[src/rtl/wb_write_arbiter_pkg.sv]
// Shared constants for the register-file write-back arbiter.
// Optional feature macro: WB_ARB_ZERO_DROP_EN (see wb_write_arbiter.sv).
package wb_write_arbiter_pkg;

  localparam int unsigned REG_ADDR_W = 5;
  localparam int unsigned REG_DATA_W = 32;

  // Grant encoding doubles as the mux select value and as the bit index in req/gnt.
  localparam logic GRANT_A = 1'b1;
  localparam logic GRANT_B = 1'b0;

  localparam logic [REG_ADDR_W-1:0] ZERO_REG = 5'd0;

endpackage

[src/rtl/wb_write_arbiter_if.sv]
// Requester handshakes plus register-file write port of the write-back arbiter.
// slave is the arbiter's view; master is the requester/register-file side.
interface wb_write_arbiter_if #(
  parameter int unsigned ADDR_W = wb_write_arbiter_pkg::REG_ADDR_W,
  parameter int unsigned DATA_W = wb_write_arbiter_pkg::REG_DATA_W
);

  logic              hold;
  logic              req_a;
  logic [ADDR_W-1:0] addr_a;
  logic [DATA_W-1:0] data_a;
  logic              ready_a;
  logic              req_b;
  logic [ADDR_W-1:0] addr_b;
  logic [DATA_W-1:0] data_b;
  logic              ready_b;
  logic              mux_sel;
  logic              rf_we;
  logic [ADDR_W-1:0] rf_waddr;
  logic [DATA_W-1:0] rf_wdata;

  modport slave (
    input  hold, req_a, addr_a, data_a, req_b, addr_b, data_b,
    output ready_a, ready_b, mux_sel, rf_we, rf_waddr, rf_wdata
  );

  modport master (
    output hold, req_a, addr_a, data_a, req_b, addr_b, data_b,
    input  ready_a, ready_b, mux_sel, rf_we, rf_waddr, rf_wdata
  );

endinterface

[src/rtl/wb_write_arbiter_rr_arb2.sv]
// Two-way round-robin arbiter: one-hot-or-zero grant, req/gnt bit 1 = A, bit 0 = B.
module rr_arb2
  import wb_write_arbiter_pkg::*;
(
  input  logic       clk,
  input  logic       rst_n,
  input  logic       hold,
  input  logic [1:0] req,
  output logic [1:0] gnt
);

  logic last_grant_q, last_grant_d;

  always_ff @(posedge clk) begin
    if (!rst_n) begin
      last_grant_q <= GRANT_B;
    end else begin
      last_grant_q <= last_grant_d;
    end
  end

  always_comb begin
    last_grant_d = last_grant_q;
    if (gnt[1]) begin
      last_grant_d = GRANT_A;
    end else if (gnt[0]) begin
      last_grant_d = GRANT_B;
    end
  end

  // On contention the requester that did not win last time goes next.
  always_comb begin
    gnt = 2'b00;
    if (!hold) begin
      unique case (req)
        2'b10:   gnt = 2'b10;
        2'b01:   gnt = 2'b01;
        2'b11:   gnt = (last_grant_q == GRANT_B) ? 2'b10 : 2'b01;
        default: gnt = 2'b00;
      endcase
    end
  end

endmodule

[src/rtl/wb_write_arbiter.sv]
// Register-file write-back arbiter: round-robin between A and B, registered write port.
// WB_ARB_ZERO_DROP_EN: accepted writes to register 0 leave rf_we low.
module wb_write_arbiter
  import wb_write_arbiter_pkg::*;
#(
  parameter int unsigned ADDR_W = REG_ADDR_W,
  parameter int unsigned DATA_W = REG_DATA_W
) (
  input logic                clk,
  input logic                rst_n,
  wb_write_arbiter_if.slave  bus
);

  logic [1:0]        req, gnt;
  logic              arb_hold;
  logic              any_gnt;
  logic              wr_drop;
  logic [ADDR_W-1:0] win_addr;
  logic [DATA_W-1:0] win_data;

  logic              rf_we_q, rf_we_d;
  logic [ADDR_W-1:0] rf_waddr_q, rf_waddr_d;
  logic [DATA_W-1:0] rf_wdata_q, rf_wdata_d;
  logic              mux_sel_q, mux_sel_d;

  assign req = {bus.req_a, bus.req_b};
  // Reset gates grants so ready stays low while rst_n is asserted.
  assign arb_hold = bus.hold | ~rst_n;

  rr_arb2 u_rr_arb2 (
    .clk   (clk),
    .rst_n (rst_n),
    .hold  (arb_hold),
    .req   (req),
    .gnt   (gnt)
  );

  assign bus.ready_a = gnt[1];
  assign bus.ready_b = gnt[0];
  assign any_gnt     = |gnt;

  always_comb begin
    win_addr = gnt[1] ? bus.addr_a : bus.addr_b;
    win_data = gnt[1] ? bus.data_a : bus.data_b;
`ifdef WB_ARB_ZERO_DROP_EN
    wr_drop  = (win_addr == ADDR_W'(ZERO_REG));
`else
    wr_drop  = 1'b0;
`endif
  end

  always_comb begin
    rf_we_d    = any_gnt & ~wr_drop;
    rf_waddr_d = any_gnt ? win_addr : rf_waddr_q;
    rf_wdata_d = any_gnt ? win_data : rf_wdata_q;
    mux_sel_d  = any_gnt ? gnt[1]   : mux_sel_q;
  end

  always_ff @(posedge clk) begin
    if (!rst_n) begin
      rf_we_q    <= 1'b0;
      rf_waddr_q <= '0;
      rf_wdata_q <= '0;
      mux_sel_q  <= 1'b0;
    end else begin
      rf_we_q    <= rf_we_d;
      rf_waddr_q <= rf_waddr_d;
      rf_wdata_q <= rf_wdata_d;
      mux_sel_q  <= mux_sel_d;
    end
  end

  assign bus.rf_we    = rf_we_q;
  assign bus.rf_waddr = rf_waddr_q;
  assign bus.rf_wdata = rf_wdata_q;
  assign bus.mux_sel  = mux_sel_q;

endmodule

[src/flat_wrapper.sv]
// flat-port wrapper written by rule: the top's interface ports become plain ports
module wb_write_arbiter_flat import wb_write_arbiter_pkg::*;
#(
  parameter int unsigned ADDR_W = REG_ADDR_W,
  parameter int unsigned DATA_W = REG_DATA_W
)
  (clk, rst_n, bus_hold, bus_req_a, bus_addr_a, bus_data_a, bus_req_b, bus_addr_b, bus_data_b, bus_ready_a, bus_ready_b, bus_mux_sel, bus_rf_we, bus_rf_waddr, bus_rf_wdata);
  wb_write_arbiter_if #(.ADDR_W(ADDR_W), .DATA_W(DATA_W)) bus_i ();
  input logic clk;
  input logic rst_n;
  input wire logic [$bits(bus_i.hold)-1:0] bus_hold;
  input wire logic [$bits(bus_i.req_a)-1:0] bus_req_a;
  input wire logic [$bits(bus_i.addr_a)-1:0] bus_addr_a;
  input wire logic [$bits(bus_i.data_a)-1:0] bus_data_a;
  input wire logic [$bits(bus_i.req_b)-1:0] bus_req_b;
  input wire logic [$bits(bus_i.addr_b)-1:0] bus_addr_b;
  input wire logic [$bits(bus_i.data_b)-1:0] bus_data_b;
  output wire logic [$bits(bus_i.ready_a)-1:0] bus_ready_a;
  output wire logic [$bits(bus_i.ready_b)-1:0] bus_ready_b;
  output wire logic [$bits(bus_i.mux_sel)-1:0] bus_mux_sel;
  output wire logic [$bits(bus_i.rf_we)-1:0] bus_rf_we;
  output wire logic [$bits(bus_i.rf_waddr)-1:0] bus_rf_waddr;
  output wire logic [$bits(bus_i.rf_wdata)-1:0] bus_rf_wdata;
  assign bus_i.hold = bus_hold;
  assign bus_i.req_a = bus_req_a;
  assign bus_i.addr_a = bus_addr_a;
  assign bus_i.data_a = bus_data_a;
  assign bus_i.req_b = bus_req_b;
  assign bus_i.addr_b = bus_addr_b;
  assign bus_i.data_b = bus_data_b;
  assign bus_ready_a = bus_i.ready_a;
  assign bus_ready_b = bus_i.ready_b;
  assign bus_mux_sel = bus_i.mux_sel;
  assign bus_rf_we = bus_i.rf_we;
  assign bus_rf_waddr = bus_i.rf_waddr;
  assign bus_rf_wdata = bus_i.rf_wdata;
  wb_write_arbiter #(.ADDR_W(ADDR_W), .DATA_W(DATA_W)) u_core (.clk(clk), .rst_n(rst_n), .bus(bus_i));
endmodule
[config.mk]
export PLATFORM = sky130hd
export DESIGN_NAME = wb_write_arbiter_flat
export DESIGN_NICKNAME = d
export VERILOG_FILES = /design/src/rtl/wb_write_arbiter_pkg.sv /design/src/rtl/wb_write_arbiter_if.sv /design/src/rtl/wb_write_arbiter_rr_arb2.sv /design/src/rtl/wb_write_arbiter.sv /design/src/flat_wrapper.sv
export SDC_FILE = /design/constraint.sdc
export NUM_CORES = 1
export LEC_CHECK = 0
export BUFFER_PORTS_ARGS = -buffer_cell sky130_fd_sc_hd__buf_4
export CAP_MARGIN = 20
export CORE_MARGIN = 5
export CORE_UTILIZATION = 47
export CTS_CLUSTER_SIZE = 12
export DETAILED_ROUTE_END_ITERATION = 8
export PLACE_DENSITY = 0.85
export SETUP_SLACK_MARGIN = 0.2
export SLEW_MARGIN = 40
export SYNTH_ARGS = -nofsm -noshare
export SYNTH_HDL_FRONTEND = slang
export SYNTH_SLANG_ARGS = --single-unit
[constraint.sdc]
create_clock -name clk -period 3.2 [get_ports clk]
set_input_delay 0.48 -clock clk [delete_from_list [all_inputs] [get_ports clk]]
set_output_delay 0.48 -clock clk [all_outputs]
set_load 0.05 [all_outputs]
# Word level (Yosys, flattened, before mapping)
# Cells that the tools add are included.
# word_totals
elab_cells,19
out_inout_bits,41
reg_bits,40
input_bits,79
# op_classes
n_mux,7
eq_ne,3
reduce_logical,2
n_bitwise,2
# op_table
operator,count
32-bit two-way mux,1
2-bit one-hot mux with 3 select lines,1
5-bit two-way mux,1
"2-bit equality test, second input constant",2
2-bit two-way mux,2
"2-bit by 1-bit equality test with 1-bit output, second input constant",1
1-bit two-way mux,2
2-bit nonzero test,1
2-bit OR reduction,1
1-bit NOT,1
1-bit OR,1

# Longest topological paths before layout
# Gate-level depths: netlist of run 1.
# depth
word_depth,5
depth_mapped,5

# Cells and area by module
# A second synthesis of run 1 with hierarchy kept.
# hier_totals
hier_cells,180
hier_area_um2,2037.0
# by_module_without_submodules
module,seq_area_each_um2,cells_each,area_each_um2,n_inst
wb_write_arbiter,780.7,170,1954.4,1
rr_arb2,20.0,10,82.6,1

# Least setup slack after synthesis of run 1
# No wires, ideal clock.
# synth_timing
path_kind,in2out
start,input bus_hold
end,output bus_ready_b
arrival_ns,1.814
stages,5
setup_slack_ns,0.906
required_time_ns,2.720
cell_sequence,and2b_2 -> buf_6 -> buf_2 -> nand2_1 -> a21oi_1
# synth_via
elab_chain_cells,2
# synth_lines
element,line_no,source
start: declaration,flat_wrapper.sv:11,input wire logic [$bits(bus_i.hold)-1:0] bus_hold;
1-bit OR,wb_write_arbiter.sv:28,assign arb_hold = bus.hold | ~rst_n;
2-bit two-way mux,wb_write_arbiter_rr_arb2.sv:34,if (!hold) begin
end: declaration,flat_wrapper.sv:19,output wire logic [$bits(bus_i.ready_b)-1:0] bus_ready_b;
# Every way passes these cells.

# Worst setup path after layout of run 1
# Same ends and word-level chain as after synthesis.

==> results of run 1 <==
[where the power goes]
part           total [mW]  leakage, nW  switching [mW]  internal, mW
Sequential          0.536        0.321          0.0182         0.517
Clock               0.305       0.0371           0.160         0.145
Combinational       0.403        0.819           0.248         0.155
[final cells by class]
| cell class | count | area, um^2 | share of cell area |
|---|---|---|---|
| multi-input cells | 159 | 1120 | 0.3731 |
| repair buffers | 125 | 950.9 | 0.3168 |
| flip-flops and latches | 39 | 780.7 | 0.2601 |
| clock buffers | 6 | 72.57 | 0.02418 |
| well taps | 52 | 65.06 | 0.02168 |
| inverters | 3 | 12.51 | 0.004168 |
[cells by family (layout without fill, tap and decap cells)]
family	count (synthesis)	count (layout)	synth area share
buffers and inverters	38	134	0.1028
AO/OA/AOI/OAI	114	114	0.3954
flip-flops	39	39	0.3688
AND/OR/NAND/NOR	45	45	0.1330
[worst max-delay path by stage]
stage / to / startpoint / depth (start not counted) / slack (ns)
after CTS: bus_ready_b / bus_hold / 5 / 1.29
after floorplan: bus_ready_b / bus_hold / 5 / 0.91
after global placement: u_core.bus.rf_waddr[4] / bus_hold / 5 / 1.21
final: bus_ready_b / bus_hold / 5 / 1.29
after global routing: bus_ready_b / bus_hold / 5 / 1.23
after detailed placement: u_core.bus.rf_wdata[13] / bus_hold / 5 / 1.15
[flip-flops by register name, summed over array words and instances, names as in the netlist]
| name | count |
|---|---|
| u_core.bus.rf_wdata | 32 |
| u_core.bus.rf_we | 1 |
| u_core.u_rr_arb2.last_grant_q | 1 |
| u_core.bus.rf_waddr | 5 |
[routing by layer]
| layer | up-vias | routed length (um) | track usage |
|---|---|---|---|
| met5 | - | 0 | 0 |
| met4 | 0 | 78 | 0.07388 |
| met3 | 7 | 554 | 0.05621 |
| met2 | 98 | 3450 | 0.3633 |
| met1 | 1136 | 2863 | 0.2855 |
| li1 | 1133 | - | - |
[layout by cell type, fill, tap and decap left out]
cell type  count
and2b_2        1
buf_4        124
o21ai_1       35
a311oi_2      20
nor2_1         1
nand2_2        1
o21ai_0        2
a311oi_1      17
clkbuf_8       5
clkinv_2       1
buf_12         1
a211oi_1       1
nand4_1       37
dfxtp_1       39
or2_1          1
clkbuf_1       1
nand2_1        1
a21oi_1       39
nand3b_1       1
inv_1          2
and2_2         2
[per-stage QoR]
step                      hold slack (ns)  worst slack, ns  area [um^2]
after floorplan                    0.6364           0.9057         2117
after global placement             0.5063            1.208         2928
after detailed placement           0.5144            1.154         2928
after CTS                          0.4745            1.293         3000
after global routing               0.4842            1.227         3002
final                              0.4784            1.290         3002
[critical path: stages]
cell     delay (ns)
buf_4          0.12
and2b_2        0.40
nand2_1        0.09
a21oi_1        0.12
buf_4          0.21
==> run summary, run 1 <==
Seq/Total Area, Yosys - 0.3688
Area of the core - 0.004354 mm^2
Die area - 0.005947 mm^2
Filler cells - 380
Overall power - 1.244 mW
H-tree depth - 2
Leak Pwr - 1.177 nW
Worst Hold Path EP - u_core.u_rr_arb2.last_grant_q
Row Count - 24
PwrDens - 414.3 mW/mm^2
IO Count - 120
DIE WIDTH - 77.12 um
Synth Cell Area - 0.002117 mm^2
Post-synth cell types - 23
DP Cell Count - 378
Post-synth EDFFs - 0
I/O Buffers - 119
Final Hold Viols - 0
Post-Syn Nets - 315
PostCTS Resize Cnt - 0
Max-cap viol count - 0
Status - finished clean
WL/cell - 18.09 um
Hold path depth - 3
Finished Layout Cells - 384
Reg-to-Reg End - u_core.bus.rf_wdata[13]
TritonRoute pass-1 iters - 4
Clock Skew - 0.002304 ns
Max VDD drop - 249.3 uV
Max Clock Freq - 523.5 MHz
Critical path capture point type - output port
RSZ-0062 raised after global routing - false
Worst setup SP type - input port
#FFs+latches synth - 39
Clk buf depth - 2
Clock sink count - 39
Worst Reg-to-Reg Cells - 4
Initial DRC Count - 186
Register-to-register setup slack - 1.66 ns
Hold Crit Class - input port to register
Fin. max-slew vios - 0
CTS tree - yes
Area contributors post-synth - dfxtp_1, a311oi_2, nand4_1
CP Data Required Time - 2.72 ns
CP arrival - 1.43 ns
Layout cells sized above 1 - 0.4669
Crit path max fanout - 19
Syn. warnings - 0
Area leader, netlist - dfxtp_1
Fin util - 0.6894
Nets - 412
Antenna Cells - 0
Vias in the first global route - 2242
GR Overflow Total - 0
Antenna violations before repair - 0
Total setup buffers inserted after CTS - 0
Reg-to-Reg Start - u_core.u_rr_arb2.last_grant_q
Async set-reset flop share out of synthesis - 0
DP HPWL - 4.660 mm
Crit share post-route - 0.5969
Max transition margin - 0.5269
Worst hold start - bus_hold
Clk root buf - clkbuf_8
DRC - 0
ANT nets after route - 0
Total negative setup slack - 0 ns
Top-area cell type share of the netlist area - 0.3688
Tot GR Track Use - 0.2227
First-pass GRT wire length - 11.18 mm
Final min period - 1.910 ns
Top FF cell, synth - dfxtp_1
Hold-fix buffers, CTS - 0
Cells after synthesis - 236
Vias per cell - 6.182
Wirelength, routed - 6.946 mm
Die height - 77.12 um
Worst-Margin Slew - 0.7072 ns
Starting Density - 0.4862
Clk_lat worst skew - 0.28 ns
Num CTS Buffers - 5
RePlAce Congestion - 0.7596
Layout area overhead - 41.78%
Final setup viols - 0
Via count - 2374
Crit Path Class - input port to output port
Worst-path clk slew - 0.07 ns
Commonest cells in the synthesized netlist - a21oi_1, dfxtp_1, nand4_1
Mapped Avg Cell Area - 8.970 um^2
Largest net degree at the start of global routing - 42
Power figures use the tool's default switching activity.
==> inputs of run 2 (changes only) <==
--- a/config.mk
+++ b/config.mk
@@ -8,10 +8,10 @@
 export BUFFER_PORTS_ARGS = -buffer_cell sky130_fd_sc_hd__buf_4
 export CAP_MARGIN = 20
 export CORE_MARGIN = 5
-export CORE_UTILIZATION = 47
+export CORE_UTILIZATION = 40
 export CTS_CLUSTER_SIZE = 12
 export DETAILED_ROUTE_END_ITERATION = 8
-export PLACE_DENSITY = 0.85
+export PLACE_DENSITY = 0.77
 export SETUP_SLACK_MARGIN = 0.2
 export SLEW_MARGIN = 40
 export SYNTH_ARGS = -nofsm -noshare
==> constraint.sdc (replaced) <==
create_clock -name clk -period 1.7 [get_ports clk]
set_input_delay 0.255 -clock clk [delete_from_list [all_inputs] [get_ports clk]]
set_output_delay 0.255 -clock clk [all_outputs]
set_load 0.05 [all_outputs]
==> run 2 against run 1 <==
Final area up 6.1%. Critical path depth shrank 2. Combinational power up 95%. Non-clock buffer count up 9. Critical path type is now register to output port. Largest power group unchanged. Highest routed layer unchanged.
==> run summary, run 2 (same netlist as run 1, synthesis figures left out) <==
Status - finished clean
Worst hold start - bus_hold
CP delay by family, top - flip-flops
Crit path max fanout - 13
Layout area overhead - 50.41%
DIE WIDTH - 82.75 um
WHS - 0.2357 ns
NetSw - 0.8385 mW
Register-to-register setup slack - 0.37 ns
Logic gate share of total power - 0.290
Finished Layout Cells - 413
Max Clock Freq - 705.2 MHz
CP Data Required Time - 1.44 ns
ANT nets after route - 0
I/O Buffers - 119
Vias per cell - 5.959
CTS tree - yes
Worst-path clk slew - 0.08 ns
Max transition margin - 0.7057
Nets - 421
Max VDD drop - 341.4 uV
Leak Pwr - 1.258 nW
Slowest CP cell - dfxtp_2
WP buf/inv - 1
Area post-placement - 0.003050 mm^2
Total setup buffers inserted after CTS - 0
TritonRoute pass-1 iters - 4
Crit share post-route - 0.8342
Slowest stage delay, CP - 0.38 ns
Final min period - 1.418 ns
DP HPWL - 5.141 mm
Max FFs per register - 32
Crit Path Class - register to output port
First-pass GRT wire length - 11.26 mm
PwrDens - 850.3 mW/mm^2
Final setup viols - 0
Worst setup SP type - register
Overall power - 2.708 mW
Fin. max-slew vios - 0
Worst Reg-to-Reg Cells - 4
Critical Path, Cell by Cell - and2_4, nor2_4, buf_4
DRC - 0
Fin util - 0.6195
Antenna Cells - 0
Clk pwr share - 0.338
Commonest cells after routing, fill and taps aside - buf_4, a21oi_1, dfxtp_1
Vias in the first global route - 2360
Total negative setup slack - 0 ns
IO Count - 120
RePlAce Congestion - 0.7895
Initial DRC Count - 171
Switch share - 0.3097
Post-route cell area - 0.003184 mm^2
CP arrival - 1.16 ns
Clock sink count - 39
Worst Hold Path EP - u_core.u_rr_arb2.last_grant_q
Tot GR Track Use - 0.2100
Reg-to-Reg End - u_core.bus.rf_wdata[31]
Antenna violations before repair - 0
Reg-to-Reg Start - u_core.u_rr_arb2.last_grant_q
Clk root buf - clkbuf_8
Hold Crit Class - input port to register
Via count - 2461
DP Worst Slack - 0.2276 ns
Filler cells - 484
Reg power frac - 0.372
Layout cells sized above 1 - 0.4927
Final Hold Viols - 0
Worst-Margin Slew - 0.4409 ns
WL/cell - 17.49 um
Starting Density - 0.4119
Max-cap viol count - 0
DP Cell Count - 405
Clk buf depth - 2
GR Overflow Total - 0
Row Count - 26
Die height - 82.75 um
Largest net degree at the start of global routing - 38
Most common cell after layout, fill and taps aside - buf_4
Critical path capture point type - output port
RSZ-0062 raised after global routing - false
Clk_lat worst skew - 0.29 ns
Wirelength, routed - 7.224 mm
Setup ws final - 0.2819 ns
Area of the core - 0.005140 mm^2
Hold path depth - 3
Num CTS Buffers - 5
Clock Skew - 0.009896 ns
Internal Power - 1.869 mW
H-tree depth - 2
Die area - 0.006848 mm^2
run 2: worst max path at each step:
stage	cells past startpoint	endpoint	start
after detailed placement	5	u_core.bus.rf_wdata[31]	bus_hold
after floorplan	4	bus_ready_a	u_core.u_rr_arb2.last_grant_q
final	3	bus_ready_a	u_core.u_rr_arb2.last_grant_q
after global routing	3	bus_ready_a	u_core.u_rr_arb2.last_grant_q
after global placement	5	u_core.bus.rf_wdata[31]	bus_hold
after CTS	3	bus_ready_a	u_core.u_rr_arb2.last_grant_q
run 2: area by class of cell:
cell class                      instances  area [um^2]  share of cell area
Clock buffer                            6        72.57             0.02279
Inverter                                3        11.26            0.003536
Sequential cell                        39        782.0              0.2456
Multi-Input combinational cell        159         1140              0.3580
Tap cell                               70        87.58             0.02750
Timing Repair Buffer                  134         1031              0.3238
Clock inverter                          2        60.06             0.01886
run 2: worst min-delay path: stages:
cell,delay (ns)
buf_4,0.11
inv_1,0.06
a211oi_1,0.06
run 2: what timing repair did:
item / in CTS / in global routing
endpoints found under the setup margin: 1 / 0
hold buffers: 0 / 0
resized for setup: 1 / 0
endpoints found under the hold margin: 0 / 0
run 2: power by group through the flow:
stage | registers (mW) | clock network, mW | logic (mW)
6_report | 1.01 | 0.915 | 0.785
5_1_grt | 1.02 | 0.978 | 0.834
2_1_floorplan | 1.23 | 0 | 0.283
4_1_cts | 1.01 | 0.935 | 0.785
3_3_place_gp | 1.03 | 0 | 0.776
3_5_place_dp | 1.03 | 0 | 0.785
run 2: layer usage:
layer / vias to the layer above / GRT usage / wire [um]
li1: 1156 / - / -
met5: - / 0 / 0
met4: 0 / 0.08660 / 128
met2: 136 / 0.3478 / 3613
met3: 14 / 0.04338 / 628
met1: 1155 / 0.2646 / 2854
==> inputs of run 3 (changes only) <==
==> constraint.sdc (replaced) <==
create_clock -name clk -period 1.3 [get_ports clk]
set_input_delay 0.195 -clock clk [delete_from_list [all_inputs] [get_ports clk]]
set_output_delay 0.195 -clock clk [all_outputs]
set_load 0.05 [all_outputs]
==> run 3 against run 2 <==
Non-clock buffer count grew 13. First-iteration DRC count shrank 16%. Final cell count grew 3.1%. Combinational power grew 45%. Die area is the same. Register-to-register slack lost 0.34 ns. Largest power group unchanged.
==> run summary, run 3 (same netlist as run 1, synthesis figures left out) <==
Switch share - 0.3463
CP arrival - 1.47 ns
Initial DRC Count - 144
Antenna Cells - 0
Worst-Margin Slew - 0.4016 ns
Clock sink count - 39
Clk buf depth - 2
Fin util - 0.6726
Worst setup SP type - register
Logic gate share of total power - 0.351
CTS tree - yes
Hold Crit Class - input port to register
Reg power frac - 0.405
Setup ws final - 0.02935 ns
Max Clock Freq - 787.0 MHz
Crit share post-route - 0.9774
CP Data Required Time - 1.50 ns
Critical path capture point type - register
WL/cell - 18.11 um
Clk root buf - clkbuf_8
Wirelength, routed - 7.714 mm
Status - finished clean
DP HPWL - 5.172 mm
Area of the core - 0.005140 mm^2
Clk pwr share - 0.245
RSZ-0062 raised after global routing - true
PwrDens - 941.4 mW/mm^2
Row Count - 26
IO Count - 120
Critical Path, Cell by Cell - buf_4, nand2_4, buf_12, nand4_1, a311oi_2
Crit Path Class - register to register
Slowest stage delay, CP - 0.36 ns
Via count - 2506
Max-cap viol count - 0
Largest net degree at the start of global routing - 44
Final min period - 1.271 ns
Internal Power - 2.128 mW
Die area - 0.006848 mm^2
Max transition margin - 0.7323
Max VDD drop - 581.9 uV
GR Overflow Total - 0
Vias per cell - 5.883
Max FFs per register - 32
WHS - 0.1899 ns
Nets - 434
Num CTS Buffers - 5
WP buf/inv - 2
RePlAce Congestion - 0.7812
Final Hold Viols - 0
First-pass GRT wire length - 11.51 mm
Filler cells - 439
Antenna violations before repair - 0
Layout area overhead - 63.30%
DIE WIDTH - 82.75 um
Crit path max fanout - 13
Vias in the first global route - 2441
Clk_lat worst skew - 0.29 ns
DRC - 0
Hold-fix buffers, CTS - 0
Slowest CP cell - dfxtp_4
Starting Density - 0.4119
Clock Skew - 0.002997 ns
DP Worst Slack - -0.07058 ns
Worst-path clk slew - 0.08 ns
Final setup viols - 0
Tot GR Track Use - 0.2175
Fin. max-slew vios - 0
I/O Buffers - 119
ANT nets after route - 0
Die height - 82.75 um
Total negative setup slack - 0 ns
Layout cells sized above 1 - 0.5421
CP delay by family, top - flip-flops
TritonRoute pass-1 iters - 4
Most common cell after layout, fill and taps aside - buf_4
Leak Pwr - 1.368 nW
NetSw - 1.127 mW
Overall power - 3.254 mW
H-tree depth - 2
Commonest cells after routing, fill and taps aside - buf_4, a21oi_1, dfxtp_1
[run 3: power groups by stage]
stage          Combinational [mW]  Clock [mW]  Sequential [mW]
2_1_floorplan               0.380           0             1.61
3_3_place_gp                 1.05           0             1.34
3_5_place_dp                 1.06           0             1.34
4_1_cts                      1.10       0.830             1.32
5_1_grt                      1.20       0.874             1.33
6_report                     1.14       0.797             1.32
[run 3: routing by layer]
metal  part of all wire  GRT usage
met1               0.39     0.2626
met2               0.51     0.3758
met3              0.075    0.04121
met4              0.023    0.09150
met5                  0          0
[run 3: through the flow]
step / area, um^2 / instances
after floorplan: 2171 / 236
after global placement: 3157 / 411
after detailed placement: 3157 / 411
after CTS: 3338 / 424
after global routing: 3457 / 426
final: 3457 / 426
[run 3: what timing repair did]
action | CTS | global route
cloned | 2 | 1
pin swaps | 6 | 16
endpoints found under the hold margin | 0 | 0
gates resized for setup | 13 | 15
setup endpoints to repair | 38 | 40
buffers inserted | 3 | 1
[run 3: path summary, 6_finish.rpt]
| kind | start | end | slack [ns] | depth (start not counted) |
|---|---|---|---|---|
| worst max-delay path | u_core.u_rr_arb2.last_grant_q | u_core.bus.rf_wdata[28] | 0.03 | 5 |
| worst min-delay path | bus_data_b[19] | u_core.bus.rf_wdata[19] | 0.19 | 3 |
| worst min register to register | u_core.bus.rf_wdata[10] | u_core.bus.rf_wdata[10] | 0.52 | 2 |
| worst max register to register | u_core.u_rr_arb2.last_grant_q | u_core.bus.rf_wdata[28] | 0.03 | 5 |
[run 3: area by class of cell]
class	instances	area [um^2]	share of cell area
Timing Repair Buffer	147	1274	0.3684
Multi-Input combinational cell	159	1219	0.3525
Sequential cell	39	784.5	0.2269
Tap cell	70	87.58	0.02533
Clock buffer	7	76.32	0.02208
Inverter	3	11.26	0.003257
Clock inverter	1	5.005	0.001448
[run 3: tightest hold or removal path: stages]
cell and delay, ns:
buf_4 0.11, o21ai_2 0.04, a311oi_1 0.07
